$ cat src/rtl/encoder_pulse_gen.sv
// encoder_pulse_gen: synchronise, debounce and decode a quadrature rotary encoder and its push switch into detent and press strobes
module encoder_pulse_gen #(
    parameter int unsigned DEBOUNCE_CYCLES  = 240000,
    parameter int unsigned STEPS_PER_DETENT = 4,
    parameter logic [1:0]  DETENT_AB        = 2'b11,
    parameter int unsigned NUM_MODES        = 5
) (
    input  logic       clk,
    input  logic       rst_n,
    input  logic       enc_a,
    input  logic       enc_b,
    input  logic       enc_sw,
    output logic       L_pulse,
    output logic       R_pulse,
    output logic       sw_pulse,
    output logic [2:0] current_mode
);
    localparam logic [19:0]        CNT_LAST  = 20'(DEBOUNCE_CYCLES - 1);
    localparam logic signed [3:0]  ACC_MAX   = 4'(STEPS_PER_DETENT);
    localparam logic signed [3:0]  ACC_MIN   = -ACC_MAX;
    localparam logic [2:0]         MODE_LAST = 3'(NUM_MODES - 1);

    logic              a_meta_q, a_meta_d, a_sync_q, a_sync_d;
    logic              b_meta_q, b_meta_d, b_sync_q, b_sync_d;
    logic              sw_meta_q, sw_meta_d, sw_sync_q, sw_sync_d;
    logic [19:0]       a_cnt_q, a_cnt_d, b_cnt_q, b_cnt_d, sw_cnt_q, sw_cnt_d;
    logic              a_db_q, a_db_d, b_db_q, b_db_d, sw_db_q, sw_db_d;
    logic [1:0]        ab_prev_q, ab_prev_d;
    logic              sw_prev_q, sw_prev_d;
    logic signed [3:0] acc_q, acc_d;
    logic              l_pulse_q, l_pulse_d, r_pulse_q, r_pulse_d, sw_pulse_q, sw_pulse_d;
    logic [2:0]        mode_q, mode_d;
    logic [1:0]        ab_cur, diff;
    logic              legal, at_detent;
    logic signed [3:0] acc_step, acc_sat;

    // Returns {next debounced value, next counter}; the value flips only after
    // DEBOUNCE_CYCLES consecutive disagreeing edges.
    function automatic logic [20:0] debounce(input logic sync, input logic db, input logic [19:0] cnt);
        logic hit;
        hit = (sync != db) && (cnt == CNT_LAST);
        return {hit ? sync : db, (sync == db || hit) ? 20'd0 : cnt + 20'd1};
    endfunction

    // Gray position along the clockwise cycle 00 -> 10 -> 11 -> 01.
    function automatic logic [1:0] pos(input logic [1:0] ab);
        return {ab[0], ab[1] ^ ab[0]};
    endfunction

    // Next-state logic: synchronisers, debouncers, quadrature accumulator and switch counter.
    always_comb begin
        a_meta_d  = enc_a;
        a_sync_d  = a_meta_q;
        b_meta_d  = enc_b;
        b_sync_d  = b_meta_q;
        sw_meta_d = enc_sw;
        sw_sync_d = sw_meta_q;
        {a_db_d, a_cnt_d}   = debounce(a_sync_q, a_db_q, a_cnt_q);
        {b_db_d, b_cnt_d}   = debounce(b_sync_q, b_db_q, b_cnt_q);
        {sw_db_d, sw_cnt_d} = debounce(sw_sync_q, sw_db_q, sw_cnt_q);
        ab_cur    = {a_db_q, b_db_q};
        ab_prev_d = ab_cur;
        diff      = pos(ab_cur) - pos(ab_prev_q);
        legal     = (diff == 2'd1) || (diff == 2'd3);
        acc_step  = (diff == 2'd1) ? acc_q + 4'sd1 : (diff == 2'd3) ? acc_q - 4'sd1 : acc_q;
        acc_sat   = (acc_step > ACC_MAX) ? ACC_MAX : (acc_step < ACC_MIN) ? ACC_MIN : acc_step;
        at_detent = legal && (ab_cur == DETENT_AB);
        acc_d     = !legal ? acc_q : at_detent ? 4'sd0 : acc_sat;
        r_pulse_d = at_detent && (acc_sat == ACC_MAX);
        l_pulse_d = at_detent && (acc_sat == ACC_MIN);
        sw_prev_d  = sw_db_q;
        sw_pulse_d = sw_prev_q && !sw_db_q;
        mode_d     = !sw_pulse_d ? mode_q : (mode_q == MODE_LAST) ? 3'd0 : mode_q + 3'd1;
    end

    // State registers; reset parks the encoder at its detent and the switch released.
    always_ff @(posedge clk or negedge rst_n) begin
        if (!rst_n) begin
            a_meta_q   <= DETENT_AB[1];
            a_sync_q   <= DETENT_AB[1];
            b_meta_q   <= DETENT_AB[0];
            b_sync_q   <= DETENT_AB[0];
            sw_meta_q  <= 1'b1;
            sw_sync_q  <= 1'b1;
            a_cnt_q    <= '0;
            b_cnt_q    <= '0;
            sw_cnt_q   <= '0;
            a_db_q     <= DETENT_AB[1];
            b_db_q     <= DETENT_AB[0];
            sw_db_q    <= 1'b1;
            ab_prev_q  <= DETENT_AB;
            sw_prev_q  <= 1'b1;
            acc_q      <= '0;
            l_pulse_q  <= 1'b0;
            r_pulse_q  <= 1'b0;
            sw_pulse_q <= 1'b0;
            mode_q     <= '0;
        end else begin
            a_meta_q   <= a_meta_d;
            a_sync_q   <= a_sync_d;
            b_meta_q   <= b_meta_d;
            b_sync_q   <= b_sync_d;
            sw_meta_q  <= sw_meta_d;
            sw_sync_q  <= sw_sync_d;
            a_cnt_q    <= a_cnt_d;
            b_cnt_q    <= b_cnt_d;
            sw_cnt_q   <= sw_cnt_d;
            a_db_q     <= a_db_d;
            b_db_q     <= b_db_d;
            sw_db_q    <= sw_db_d;
            ab_prev_q  <= ab_prev_d;
            sw_prev_q  <= sw_prev_d;
            acc_q      <= acc_d;
            l_pulse_q  <= l_pulse_d;
            r_pulse_q  <= r_pulse_d;
            sw_pulse_q <= sw_pulse_d;
            mode_q     <= mode_d;
        end
    end

    assign L_pulse      = l_pulse_q;
    assign R_pulse      = r_pulse_q;
    assign sw_pulse     = sw_pulse_q;
    assign current_mode = mode_q;
endmodule
$ cat config.mk
export PLATFORM = sky130hd
export DESIGN_NAME = encoder_pulse_gen
export DESIGN_NICKNAME = d
export VERILOG_FILES = /design/src/rtl/encoder_pulse_gen.sv
export SDC_FILE = /design/constraint.sdc
export NUM_CORES = 1
export LEC_CHECK = 0
export CAP_MARGIN = 15
export CORE_AREA = 2 2 74 146
export CTS_BUF_LIST = sky130_fd_sc_hd__clkbuf_8
export DETAILED_ROUTE_END_ITERATION = 10
export DIE_AREA = 0 0 76 148
export HOLD_SLACK_MARGIN = 0.06
export PLACE_DENSITY = 0.59
export SKIP_LAST_GASP = 1
export SLEW_MARGIN = 20
export SYNTH_ARGS = -nofsm -noshare
export SYNTH_HDL_FRONTEND = slang
export SYNTH_SLANG_ARGS = --single-unit
$ cat constraint.sdc
create_clock -name clk -period 6.85 [get_ports clk]
set_input_delay 1.37 -clock clk [delete_from_list [all_inputs] [get_ports clk]]
set_output_delay 1.37 -clock clk [all_outputs]
set_load 0.005 [all_outputs]
== Word-level counts from Yosys, hierarchy flattened ==
Cells that the tools add are included.
Word-level totals
  output and inout bits: 6
  word-level logic and storage cells: 66
  bits of input ports: 5
  flip-flop bits (word level): 82
Operators by class
  equality and inequality tests: 15
  bitwise operators: 2
  reductions and logical operators: 12
  $lt $le $gt $ge: 2
  add/sub/neg operators: 7
  mux-type cells: 9
Operators by type and width (number)
  20-bit by 1-bit adder with 20-bit output, second input constant: 3
  20-bit by 18-bit equality test with 1-bit output, second input constant: 3
  20-bit two-way mux: 3
  4-bit two-way mux: 5
  1-bit logical AND: 7
  4-bit by 2-bit adder with 4-bit output, second input constant: 1
  2-bit equality test, second input constant: 2
  4-bit by 3-bit equality test with 1-bit output, second input constant: 1
  4-bit equality test, second input constant: 1
  4-bit > comparator, second input constant: 1
  1-bit logical OR: 4
  4-bit by 3-bit less-than comparator with 1-bit output, second input constant: 1
  4-bit by 2-bit subtractor with 4-bit output, second input constant: 1
  3-bit by 1-bit adder with 3-bit output, second input constant: 1
  1-bit equality test: 3
  3-bit equality test, second input constant: 1
  3-bit two-way mux: 1
  1-bit inequality test: 3
  2-bit by 1-bit equality test with 1-bit output, second input constant: 1
  2-bit subtractor: 1
  1-bit XOR: 2
  1-bit zero test: 1

== Logic depth before layout (Yosys ltp) ==
Gate-level depths: netlist of the first run.
  word-level depth: 10
  depth in mapped cells: 8
  mapped depth without buffers: 8

== Worst setup path after synthesis of the first run ==
Ideal clock, no wire load.
  kind: register to register
  start: register b_db_q
  end: register acc_q[0]
  required time: 6.774 ns
  stages on the path, launching flop included: 9
  arrival: 2.373 ns
  path buffers: 0
  setup time: 0.076 ns
  clock period less this slack: 2.450 ns
  setup slack: 4.400 ns
  cells stage by stage: dfstp_2 ha_1 inv_1 ha_1 or4_1 mux2i_1 xnor2_2 xnor3_1 o21ai_1
Between the ends
  cells in the longest elaborated chain, start to end: 9
  elaborated cells on any way between the ends: 14
  those cells by class: add/sub: 1; order compare: 2; eq/ne: 3; mux: 5; bitwise: 1; reduce/logical: 2
Ends and longest elaborated chain
  start, declared: RTL line 27  | logic a_db_q, a_db_d, b_db_q, b_db_d, sw_db_q, sw_db_d;
  start signal, assigned: RTL line 89  | b_db_q <= DETENT_AB[0];
  1-bit XOR: RTL line 47  | return {ab[0], ab[1] ^ ab[0]};
  2-bit subtractor: RTL line 63  | diff = pos(ab_cur) - pos(ab_prev_q);
  2-bit equality test: RTL line 64, 65
  4-bit two-way mux (2 in series): RTL line 65  | acc_step = (diff == 2'd1) ? acc_q + 4'sd1 : (diff == 2'd3) ? acc_q - 4'sd1 : acc_q;
  4-bit by 3-bit less-than comparator with 1-bit output: RTL line 66  | acc_sat = (acc_step > ACC_MAX) ? ACC_MAX : (acc_step < ACC_MIN) ? ACC_MIN : acc_step;
  4-bit two-way mux (2 in series): RTL line 66
  4-bit two-way mux: RTL line 68  | acc_d = !legal ? acc_q : at_detent ? 4'sd0 : acc_sat;
  end signal, assigned: RTL line 93  | acc_q <= '0;
  end signal, assigned: RTL line 113  | acc_q <= acc_d;
  end, declared: RTL line 30  | logic signed [3:0] acc_q, acc_d;
Several ways; a longest one is shown, not always the timed one.
A chain may end at the register's enable or synchronous reset.

== Worst setup path after layout of the first run ==
  start: register b_db_q
  end: register acc_q[1]
Same word-level chain as after synthesis.

==> summary.txt, run 1 <==
status: completed
drt total wl: 6.968 mm
clock sink count: 82
unrepaired setup endpoints after global routing: false
family with the most delay on the worst path: adder cells
Netlist cell types: 42
area leader, netlist: dfrtp_1
xor/xnor share of the synthesized area: 14.95%
WL per Instance: 13.30 um
num rows: 52
H-tree Lvls: 3
asr flop ratio synth: 100.0%
Seq cells post-synth: 82
Slowest-stage cell, CP: dfstp_2
Buf/Inv on CP: 1
Post-Synth Adder-Cell Area: 2.905%
hold_buf cts: 0
die height: 148 um
CTS root buffer: clkbuf_8
CTS resizes: 0
Sum Neg Setup Slack: 0 ps
max-slew violations: 0
gr ovfl total: 0
CP arrival: 3010 ps
count of input and output buffers: 10
total global-route track usage: 13.53%
die width: 76 um
Worst Setup SP: b_db_q$_DFFE_PN1P_
crit path kind: reg2reg
Via density: 5.134
post-synthesis sequential area ratio: 53.32%
Compound-Gate Fraction of Synth Area: 2.066%
Hold Slack: 360.5 ps
initial antenna violation count: 0
Syn Nets: 384
Core Box Area: 0.01008 mm2
Skew-Pair Late Insertion Delay: 360 ps
CP most frequent cell: ha_1
fmax: 0.3673 GHz
Pwr per Cell Area: 202.9 mW/mm2
largest family of logic cells by synthesized area: simple AND/OR/NAND/NOR gates
DIE AREA: 0.01125 mm2
Syn Area/Cell: 10.48 um2
DRC: 0
final hold vios: 0
Tightest Pin Transition: 832.9 ps
ant diodes: 0
TritonCTS Buffers: 9
Clock Path Buffers: 2
GPL Wtd Cong: 0.7960
placed instance count: 508
Clock Skew: 15.09 ps
Synth Area in Simple Gates: 23.14%
Mapped Area: 0.003876 mm2
Ports: 11
Startpoint Class: flop
routed via count: 2690
Worst Setup End Kind: flop
Critical Path Max Stage Delay: 590 ps
Final setup viols: 0
multiplexer area fraction after synthesis: 1.646%
critical path cell sequence: ha_1 > inv_1 > ha_1 > or4_1 > mux2i_1 > xnor2_2 > xnor3_1 > o21ai_1
Max-slew headroom: 43.96%
layout cells sized above 1: 8.226%
Routed Antenna Nets: 0
CTS tree: yes
Ys Warns: 0
Syn-to-layout area delta: 11.07%
hold crit path type: reg2reg
share of Yosys cell area claimed by the top area cell type: 45.19%
static leakage: 1.859 nW
hpwl dp: 4.725 mm
nets@finish: 398
Worst R2R Start: b_db_q$_DFFE_PN1P_
largest net degree at the start of global routing: 83
Main synth FF type: dfrtp_1
worst vdd ir: 0.1252 mV
Critical Path RT: 7140 ps
final period utilization: 39.74%
hold wc startpoint: a_meta_q$_DFF_PN1_
vias in the first global route: 2760
first-pass GRT wire length: 12.38 mm
DR iter-0 viols: 207
Starting Density: 38.44%
post-layout min period: 2722 ps
clock transition at the registers of the reported paths: 80 ps
worst-path maximum fanout: 14
fin cells: 524
Detailed Routing Iterations Pass 1: 4
max_cap viols: 0
setup bufs post-CTS: 0
Synth Instances: 370
synth top area cells: dfrtp_1, dfstp_2, xor2_1, nor2_1, xnor2_1
EDFF count, synth: 0
## per-stage QoR
step	setup WS (ps)	util [%]	area, um2	power (mW)
floorplan	4400	-	3876	0.5182
global placement	4217	40.69	4104	0.5325
detailed placement	4128	40.69	4104	0.5337
CTS	4110	42.66	4302	0.8908
global route	3998	42.69	4305	0.9123
finish	4128	42.69	4305	0.8736
## area by class of cell
cell class,count,area (um2)
fillers,993,5779
flip-flops and latches,82,2067
multi-input cells,271,1733
well taps,135,168.9
clock buffers,10,137.6
repair buffers,10,101.3
clock inverters,6,60.06
inverters,10,37.54
## layer usage
layer / GRT usage (%) / share of wire [%] / vias up
met4: 6.727 / 2.8 / 0
met5: 0 / 0 / -
met3: 2.747 / 1.9 / 16
met1: 14.95 / 42 / 1361
li1: - / - / 1286
met2: 24.51 / 53 / 27
## synth_stat cells, types with 2 or more instances
master and count:
dfrtp_1 70, nor2_1 65, xor2_1 36, nand2_1 31, nand3_1 23, xnor2_1 23, nand4_1 14, dfstp_2 12
and3_1 11, inv_1 10, ha_1 9, nor3_1 7, nor4_1 7, and4_1 6, o21ai_0 5, buf_4 3
clkbuf_1 3, mux2i_1 3, nand4b_1 3, or4_1 3, and2_1 2, mux2_1 2, o21ai_1 2, or3_1 2
## placed cells by master (no fill, tap or decap), types with 2 or more instances in the layout
cell / Yosys / final
xor2_1: 36 / 36
nor2_1: 65 / 65
and3_1: 11 / 11
o21ai_1: 2 / 2
or3_1: 2 / 2
and2_1: 2 / 2
mux2i_1: 3 / 3
nand4b_1: 3 / 3
nor3_1: 7 / 7
mux2_1: 2 / 2
clkinvlp_4: 0 / 3
nand3_1: 23 / 23
ha_1: 9 / 9
clkdlybuf4s50_1: 0 / 9
and4_1: 6 / 6
nand4_1: 14 / 14
or4_1: 3 / 3
dfrtp_1: 70 / 70
clkbuf_8: 0 / 10
nor4_1: 7 / 7
nand2_1: 31 / 31
xnor2_1: 23 / 23
dfstp_2: 12 / 12
inv_1: 10 / 12
o21ai_0: 5 / 5
## power by group
part	switching (mW)	total [mW]	internal (mW)	leakage, nW
combinational	0.0186	0.0257	0.00705	0.666
clock	0.175	0.350	0.176	0.0971
sequential	0.00612	0.497	0.491	1.10
## final timing paths
path / cells past startpoint / slack [ps] / endpoint
min reg2reg: 0 / 360 / a_sync_q$_DFF_PN1_
max reg2reg: 8 / 4130 / acc_q[1]$_DFFE_PN0P_
max: 8 / 4130 / acc_q[1]$_DFFE_PN0P_
max in group asynchronous: 1 / 5300 / b_cnt_q[13]$_DFF_PN0_
min in group asynchronous: 1 / 1020 / a_cnt_q[11]$_DFF_PN0_
min: 0 / 360 / a_sync_q$_DFF_PN1_
## logic make-up after synthesis
kind of cell | count (synthesis)
and+or+nand+nor | 181
muxes | 6
AOI/OAI and AO/OA | 13
xor gates and xnor gates | 62
DFF | 82
buffers and inverters | 17
adders and majority gates | 9
## registers in the layout, indices dropped and copies added (netlist names)
register	cells
L_pulse	1
R_pulse	1
a_cnt_q	20
a_db_q	1
a_meta_q	1
a_sync_q	1
ab_prev_q	2
acc_q	4
b_cnt_q	20
b_db_q	1
b_meta_q	1
b_sync_q	1
current_mode	3
sw_cnt_q	20
sw_db_q	1
sw_meta_q	1
sw_prev_q	1
sw_pulse	1
sw_sync_q	1
No activity file was read; power rests on OpenSTA's default activity.
==> inputs of run 2 (changes only) <==
clock period = 2.68 ns   (was 6.85 ns; I/O delays follow)
==> run 2 against run 1 <==
- clock skew decreased by 7.7 ps
- register-to-register slack got worse by 4000 ps
- setup slack got worse by 4000 ps
- utilization is 0.51 points higher
- critical endpoint is now acc_q[0]$_DFFE_PN0P_
- highest routed layer unchanged
==> summary.txt, run 2 (synthesized netlist as in run 1, its figures left out) <==
CP most frequent cell: ha_1
drt total wl: 6.842 mm (-1.8%)
Skew-Pair Late Insertion Delay: 360 ps (about the same)
Slowest-stage cell, CP: dfstp_2
crit path kind: reg2reg
Critical Path Max Stage Delay: 590 ps (about the same)
first-pass GRT wire length: 12.12 mm (-2.1%)
status: completed
Core Box Area: 0.01008 mm2 (unchanged)
setup bufs post-CTS: 0 (unchanged)
hold_buf cts: 0 (unchanged)
Syn-to-layout area delta: 12.40%
DIE AREA: 0.01125 mm2 (unchanged)
fill count: 979 (-1.4%)
family with the most delay on the worst path: XOR/XNOR gates
post-layout min period: 2563 ps (-159.8 ps)
commonest non-fill, non-tap cell in the layout: dfrtp_1
worst-path maximum fanout: 6 (-8)
Clock Skew: 7.354 ps (-7.740 ps)
Final setup viols: 0 (unchanged)
Max-slew headroom: 53.23% (+9.3 points)
static leakage: 1.882 nW (+1.2%)
Hold Slack: 180.0 ps (-180.5 ps)
unrepaired setup endpoints after global routing: false
worst vdd ir: 0.4941 mV (+290%)
initial antenna violation count: 0 (unchanged)
num rows: 52 (unchanged)
Starting Density: 38.44% (unchanged)
Via density: 4.987 (-2.9%)
CTS root buffer: clkbuf_8
DRC: 0 (unchanged)
vias in the first global route: 2756 (-0.14%)
DR iter-0 viols: 89 (-57%)
Sum Neg Setup Slack: 0 ps (unchanged)
final hold vios: 0 (unchanged)
Detailed Routing Iterations Pass 1: 4 (unchanged)
critical path cell sequence: ha_1 > inv_1 > ha_1 > or4_1 > mux2i_1 > xnor2_2 > xnor3_1 > o21ai_1
Buf/Inv on CP: 1 (unchanged)
TritonCTS Buffers: 9 (unchanged)
fmax: 0.3902 GHz (+6.2%)
Worst Setup End Kind: flop
hpwl dp: 4.793 mm (+1.5%)
largest net degree at the start of global routing: 47 (-43%)
count of input and output buffers: 10 (unchanged)
clock transition at the registers of the reported paths: 90 ps (about the same)
GPL Wtd Cong: 0.8095 (+1.7%)
layout cells sized above 1: 9.898% (+1.7 points)
routed via count: 2638 (-1.9%)
Pwr per Cell Area: 517.0 mW/mm2 (+150%)
Critical Path RT: 2970 ps (-4170 ps)
Post-DP Area: 0.004154 mm2 (+1.2%)
gr ovfl total: 0 (unchanged)
hold crit path type: in2async
Final Instance Area: 0.004357 mm2 (+1.2%)
ant diodes: 0 (unchanged)
WL per Instance: 12.93 um (-2.7%)
Startpoint Class: flop
biggest regs: a_cnt_q x20, b_cnt_q x20, sw_cnt_q x20
Ports: 11 (unchanged)
Tightest Pin Transition: 695.2 ps (-137.7 ps)
die width: 76 um (unchanged)
CTS tree: yes
max_cap viols: 0 (unchanged)
most frequent cells in the layout: dfrtp_1, nor2_1, xor2_1
CTS resizes: 0 (unchanged)
CP arrival: 2850 ps (-160 ps)
H-tree Lvls: 3 (unchanged)
die height: 148 um (unchanged)
clock sink count: 82 (unchanged)
nets@finish: 403 (+1.3%)
max-slew violations: 0 (unchanged)
final period utilization: 95.62% (+56 points)
Routed Antenna Nets: 0 (unchanged)
Clock Path Buffers: 2 (unchanged)
total global-route track usage: 13.39% (-0.14 points)
run 2: changes by cell type in the layout (fill, tap and decap cells not counted), sizes merged:
cell    previous run  this run
buf                1         6
clkinv             0         2
clkbuf            10         9
inv               12        11
run 2: stage by stage:
step	utilization, %	instances	setup slack, ps	total power [mW]
6_report	43.20	529	117.3	2.253
5_1_grt	43.20	529	15.25	2.350
4_1_cts	43.20	529	92.84	2.286
3_5_place_dp	41.19	513	118.8	1.369
3_3_place_gp	41.19	513	171.7	1.367
2_1_floorplan	-	370	230.2	1.324
run 2: report_power, final:
group	total, mW	switching, mW	leakage (nW)	internal (mW)
Sequential	1.27	0.0161	1.10	1.26
Clock	0.911	0.475	0.0921	0.436
Combinational	0.0701	0.0487	0.694	0.0214
run 2: final cells by class:
cell class / count / area (um2) / share of cell area (%)
tap: 135 / 168.9 / 3.877
clock buffer: 9 / 123.9 / 2.843
multi-input combinational: 271 / 1733 / 39.78
sequential: 82 / 2067 / 47.44
clock inverter: 7 / 78.83 / 1.809
inverter: 10 / 37.54 / 0.8616
timing repair buffer: 15 / 147.6 / 3.389
run 2: worst paths after layout:
kind,endpoint,slack (ps),from,cells past startpoint
worst max-delay path,acc_q[0]$_DFFE_PN0P_,120,b_db_q$_DFFE_PN1P_,8
worst min-delay path,a_cnt_q[9]$_DFF_PN0_,180,rst_n,1
worst max register to register,acc_q[0]$_DFFE_PN0P_,120,b_db_q$_DFFE_PN1P_,8
worst min register to register,a_sync_q$_DFF_PN1_,360,a_meta_q$_DFF_PN1_,0
max in group asynchronous,ab_prev_q[0]$_DFF_PN1_,1810,rst_n,2
min in group clk,a_sync_q$_DFF_PN1_,360,a_meta_q$_DFF_PN1_,0
run 2: per-layer routing:
metal | up-vias | part of all wire, % | GRT usage [%]
met5 | - | 0 | 0
met4 | 0 | 2.0 | 7.182
met3 | 11 | 2.0 | 3.175
met2 | 25 | 56 | 24.38
met1 | 1301 | 40 | 14.15
li1 | 1301 | - | -
